File: src/rtl/mult_control.sv
// Purpose : sequencing FSM for the 32x32 shift-add multiplier datapath (load, N accumulate/shift steps, done).
// Latency : oDone pulses ITERATIONS+2 cycles after iStart is sampled in IDLE (34 for the default 32 iterations).
// Backpressure: none; iStart is only looked at in IDLE, requests arriving while busy are dropped, not queued.
//
// Ports:
//   Clock, Reset      - single clock; synchronous active-high reset
//   iStart            - multiply request, sampled only in IDLE
//   iB_LSB            - bit 0 of the datapath multiplier register
//   a_sel, b_sel      - 1 = load external operand, 0 = shifted feedback
//   prod_sel          - 1 = clear product, 0 = accumulate path
//   add_sel           - 0 = product + multiplicand, 1 = hold product
//   Shift_Enable      - shift strobe for the datapath shifters
//   oBusy             - high from LOAD through the last ITER cycle
//   oDone             - one-cycle pulse, product valid on the datapath
module mult_control #(
  parameter int ITERATIONS = 32,
  parameter int CNT_WIDTH  = 6
) (
  input  logic Clock,
  input  logic Reset,
  input  logic iStart,
  input  logic iB_LSB,
  output logic a_sel,
  output logic b_sel,
  output logic prod_sel,
  output logic add_sel,
  output logic Shift_Enable,
  output logic oBusy,
  output logic oDone
);

  typedef enum logic [1:0] {
    IDLE = 2'd0,
    LOAD = 2'd1,
    ITER = 2'd2,
    DONE = 2'd3
  } state_t;

  // Count value seen during the final ITER cycle; the FSM leaves ITER on
  // that edge so cnt never needs to wrap.
  localparam logic [CNT_WIDTH-1:0] LAST_CNT = CNT_WIDTH'(ITERATIONS - 1);

  state_t               state;
  state_t               next_state;
  logic [CNT_WIDTH-1:0] cnt;
  logic                 last_iter;

  assign last_iter = (cnt == LAST_CNT);

  // State register
  always_ff @(posedge Clock) begin
    if (Reset) begin
      state <= IDLE;
    end else begin
      state <= next_state;
    end
  end

  // Iteration counter: cleared on the LOAD edge so the first ITER cycle
  // sees 0; its value outside ITER is unused.
  always_ff @(posedge Clock) begin
    if (Reset) begin
      cnt <= '0;
    end else begin
      case (state)
        LOAD:    cnt <= '0;
        ITER:    cnt <= cnt + 1'b1;
        default: cnt <= cnt;
      endcase
    end
  end

  // Next-state logic
  always_comb begin
    next_state = state;
    case (state)
      IDLE:    next_state = iStart ? LOAD : IDLE;
      LOAD:    next_state = ITER;
      ITER:    next_state = last_iter ? DONE : ITER;
      DONE:    next_state = IDLE;
      default: next_state = IDLE;
    endcase
  end

  // Output decode. Everything is a pure state decode except add_sel in ITER,
  // which follows the multiplier LSB in the same cycle so the accumulate
  // decision lands on the very edge that shifts that bit out.
  always_comb begin
    a_sel        = 1'b0;
    b_sel        = 1'b0;
    prod_sel     = 1'b0;
    add_sel      = 1'b1;
    Shift_Enable = 1'b0;
    oBusy        = 1'b0;
    oDone        = 1'b0;
    case (state)
      IDLE: begin
        // product held so the previous result stays visible
      end
      LOAD: begin
        a_sel    = 1'b1;
        b_sel    = 1'b1;
        prod_sel = 1'b1;
        oBusy    = 1'b1;
      end
      ITER: begin
        add_sel      = ~iB_LSB;
        Shift_Enable = 1'b1;
        oBusy        = 1'b1;
      end
      DONE: begin
        oDone = 1'b1;
      end
      default: begin
      end
    endcase
  end

endmodule
File: config.mk
export PLATFORM = sky130hd
export DESIGN_NAME = mult_control
export DESIGN_NICKNAME = d
export VERILOG_FILES = /design/src/rtl/mult_control.sv
export SDC_FILE = /design/constraint.sdc
export NUM_CORES = 1
export LEC_CHECK = 0
export BUFFER_PORTS_ARGS = -buffer_cell sky130_fd_sc_hd__buf_4
export CAP_MARGIN = 5
export CORE_AREA = 3 3 40 42
export DETAILED_ROUTE_END_ITERATION = 8
export DIE_AREA = 0 0 43 45
export GPL_TIMING_DRIVEN = 0
export PLACE_DENSITY = 0.61
export SLEW_MARGIN = 15
export SYNTH_ARGS = -nofsm -noshare
export SYNTH_HDL_FRONTEND = slang
export SYNTH_SLANG_ARGS = --single-unit
File: constraint.sdc
create_clock -name Clock -period 1.55 [get_ports Clock]
set_input_delay 0.2325 -clock Clock [delete_from_list [all_inputs] [get_ports Clock]]
set_output_delay 0.2325 -clock Clock [all_outputs]
set_load 0.02 [all_outputs]
# Word-level counts from Yosys, hierarchy flattened
# Index checks and enable logic that the tools add are counted.
[op_classes] n_addsub=1 eq_ne=4 mux=9 n_bitwise=1 n_reduce_logical=3
[op_table] operator="$pmux 6 s2" count=1
[op_table] operator="$pmux 2 s4" count=1
[op_table] operator="$mux 1" count=7
[op_table] operator="$add 6x1->6 const B" count=1
[op_table] operator="$eq 6x5->1 const B" count=1
[op_table] operator="$eq 2x2->1 const B" count=2
[op_table] operator="$eq 2x1->1 const B" count=1
[op_table] operator="$logic_not 2->1" count=1
[op_table] operator="$reduce_bool 2->1" count=1
[op_table] operator="$reduce_or 2->1" count=1
[op_table] operator="$not 1->1" count=1
[word_totals] regBits=8 input_bits=4 output_inout_bits=7 wordCells=20

# Longest topological paths before layout
[logic_depth] ltp_word=3 mapped_depth=6 depth_no_buf=5

# Worst setup path before layout
# Ideal clock, no wire load.
[synth_path] path_kind="reg2reg" start="reg state[0]" end="reg cnt[5]" setup_ps=67 arrival_time_ps=1470 required_ps=1483 path_slack_ps=13 stages_incl_launch_ff=7 path_buffers=1 synth_period_minus_slack_ps=1537 cell_sequence="dfxtp_1 inv_1 ha_1 buf_4 nand3_1 or3_1 a21oi_2"
[synth_via] elab_chain_len=2 elab_cells_between_ends=4 classes_between="eq/ne (2); mux (1); reduce/logical (1)"
[synth_rtl] element="start: declaration" line_no="43" source="state_t state;"
[synth_rtl] element="start signal: assignment" line_no="55" source="state <= next_state;"
[synth_rtl] element="$eq 2x2->1 / $eq 2x1->1 (equally long branches)" line_no="65" source="case (state)"
[synth_rtl] element="$pmux 6 s2 / $reduce_bool 2->1 (equally long branches)"
[synth_rtl] element="end signal: assignment" line_no="67" source="ITER: cnt <= cnt + 1'b1;"
[synth_rtl] element="end signal: assignment" line_no="68" source="default: cnt <= cnt;"
[synth_rtl] element="end: declaration" line_no="45" source="logic [CNT_WIDTH-1:0] cnt;"
# Several ways; a longest one is shown, not always the timed one.
# A chain may end at the register's enable or synchronous reset.

# Worst setup path after layout
[layout_path] start="reg state[1]" end="reg cnt[5]"
# The elaborated chain is that of the path after synthesis.

==> impl_metrics.toml <==
[drt]
vias_per_cell = 4.51
dr.pass1.iters = 2
detail_route.wl_per_cell_um = 11.5
drtAntennaViolNets = 0
drc = 0
drtIter0Drc = 3
vias = 329
totalWireLength_um = 842

[yosys]
synth.distinct_cells = 17
seq_area_frac_synth = 0.391
postSynthCellCount = 45
synth_nets = 54
syn_area_um2 = 409
syn_avg_cell_area_um2 = 9.09
synth_warnings = 0
synth_seq_cells = 8

[global_routing]
groute.usage.overall = 0.0968
met2_usage = 0.147
grt_pass1_wl_mm = 1.28
use_met3 = 0.0359
grt_pass1_vias = 293
grt_start_max_net_pins = 8
met1_usage = 0.112
grt.busiest_layer = "met2"
antenna_found_initial = 0
overflow = 0

[placement]
placed_area_um2 = 503
io_buffers = 10
post-place-ws_ns = -0.00268
hpwl_um = 567
place.gp.congestion = 0.679

[timing]
setup_slack_ns = 0.110
tns_ns = 0
whs_ns = 0.144
relSlewSlack = 0.831
final.period_utilization = 0.929
setup_viol = 0
final_hold_viol_count = 0
grt_setup_unrepaired = "no"
worst_pin_slew_ns = 0.254
max_freq_mhz = 695
fin_skew_ns = 0.00435
period_needed_ns = 1.44
drv_slew = 0

[die]
boundaryPins = 11
initial_utilization = 0.318
die_w_um = 43
die_area_um2 = 1940
die_y_um = 45
num_rows = 13
core_um2 = 1280

[critical_path]
start_kind = "register"
cp.required_ns = 1.75
cp_max_fo = 7
cp.arrival_ns = 1.64
end_kind = "register"
path_class = "reg -> reg"

[cts]
cts_tree = "yes"
hold_buffers = 0
postCtsSetupRepairBufs = 0
cts_buffers = 3
ctsHtreeMaxLevel = 1
cts.sinks = 8
clk_pin_slew_ns = 0.06
clk_latency_ns = 0.26
clock_path_buffers = 2
cts_root_buffer = "clkbuf_4"

[finish]
finalInstanceArea_um2 = 553
finalNetCount = 69
syn_to_final_growth_pct = 35.2
drive_gt1_frac = 0.397
diodes = 0
multiInputGateArea_um2 = 234
nFillCells = 138
final-seq-area_um2 = 165

[power_and_ir_drop]
total_power_uw = 525
powerDensity_nw_per_um2 = 949
ir_drop_mv = 0.341
p_leak_uw = 0.000229

[run]
drv_cap = 0

[hold_path]
hp-class = "in -> reg"

[status]
status = "finished, final reports clean"
## registers in the layout, summed over array words and instances (netlist names)
signal	cells
state	2
cnt	6
## per-layer routing
layer	vias up	wire (um)
met4	0	21
met5	-	0
li1	173	-
met2	9	421
met3	3	43
met1	144	355
## what timing repair did
item,4_1_cts,5_1_grt
gates cloned,0,0
gates resized for setup,1,6
endpoints found under the setup margin,4,5
endpoints found under the hold margin,0,0
## cells in the mapped netlist, drive strengths merged
| cell type | count | share of area |
|---|---|---|
| nor2 | 5 | 0.046 |
| buf | 3 | 0.055 |
| ha | 5 | 0.15 |
| nand4 | 2 | 0.031 |
| nand3 | 3 | 0.049 |
| nand2 | 4 | 0.037 |
| or3 | 2 | 0.031 |
| dfxtp | 8 | 0.39 |
| xnor2 | 1 | 0.021 |
| o21ai | 1 | 0.012 |
| xor2 | 3 | 0.064 |
| o21bai | 1 | 0.018 |
| nand3b | 1 | 0.018 |
| a21oi | 3 | 0.046 |
| inv | 3 | 0.028 |
## critical path: stages, from the launching register on
cell	delay, ns
dfxtp_4	0.36
inv_1	0.08
ha_4	0.28
buf_6	0.11
nand3_1	0.08
or3_1	0.33
a21oi_2	0.13
## layout by cell type (no fill, tap or decap), drive strengths merged
cell    count
or3         2
dfxtp       8
nor2        5
a21oi       3
o21bai      1
ha          5
o21ai       1
nand3b      1
inv         3
nand2       4
buf        13
nand4       2
clkbuf      3
nand3       3
xnor2       1
xor2        3
## cell families after synthesis
logic type / after synthesis / share of synthesized area
compound gates: 5 / 0.0765
xor+xnor: 4 / 0.0856
fa+ha+maj: 5 / 0.153
buf+inv: 6 / 0.0826
flops: 8 / 0.391
simple gates: 17 / 0.211
## stage by stage
stage               instances  utilization
floorplan                  45            -
global placement           70        0.391
detailed placement         70        0.391
CTS                        73        0.412
global route               73        0.430
finish                     73        0.430
## path summary, 6_finish.rpt
| check | slack [ns] | startpoint | cells past startpoint | endpoint |
|---|---|---|---|---|
| max | 0.11 | state[1] | 6 | cnt[5] |
| min | 0.14 | Reset | 2 | state[0] |
| max reg2reg | 0.11 | state[1] | 6 | cnt[5] |
| min reg2reg | 0.49 | cnt[1] | 2 | cnt[1] |
## where the power goes
part / total (uW) / switching [uW] / internal, uW
Clock: 169 / 79.5 / 89.2
Sequential: 226 / 9.88 / 216
Combinational: 131 / 68.3 / 62.2
Total: 525 / 158 / 367
## area by class of cell
type	instances	share of cell area
buffer	3	0.0475
clock buffer	3	0.0407
inverter	3	0.0204
multi-input combinational	31	0.423
sequential	8	0.299
tap	15	0.0339
timing repair buffer	10	0.136
No activity file was read; power rests on OpenSTA's default activity.
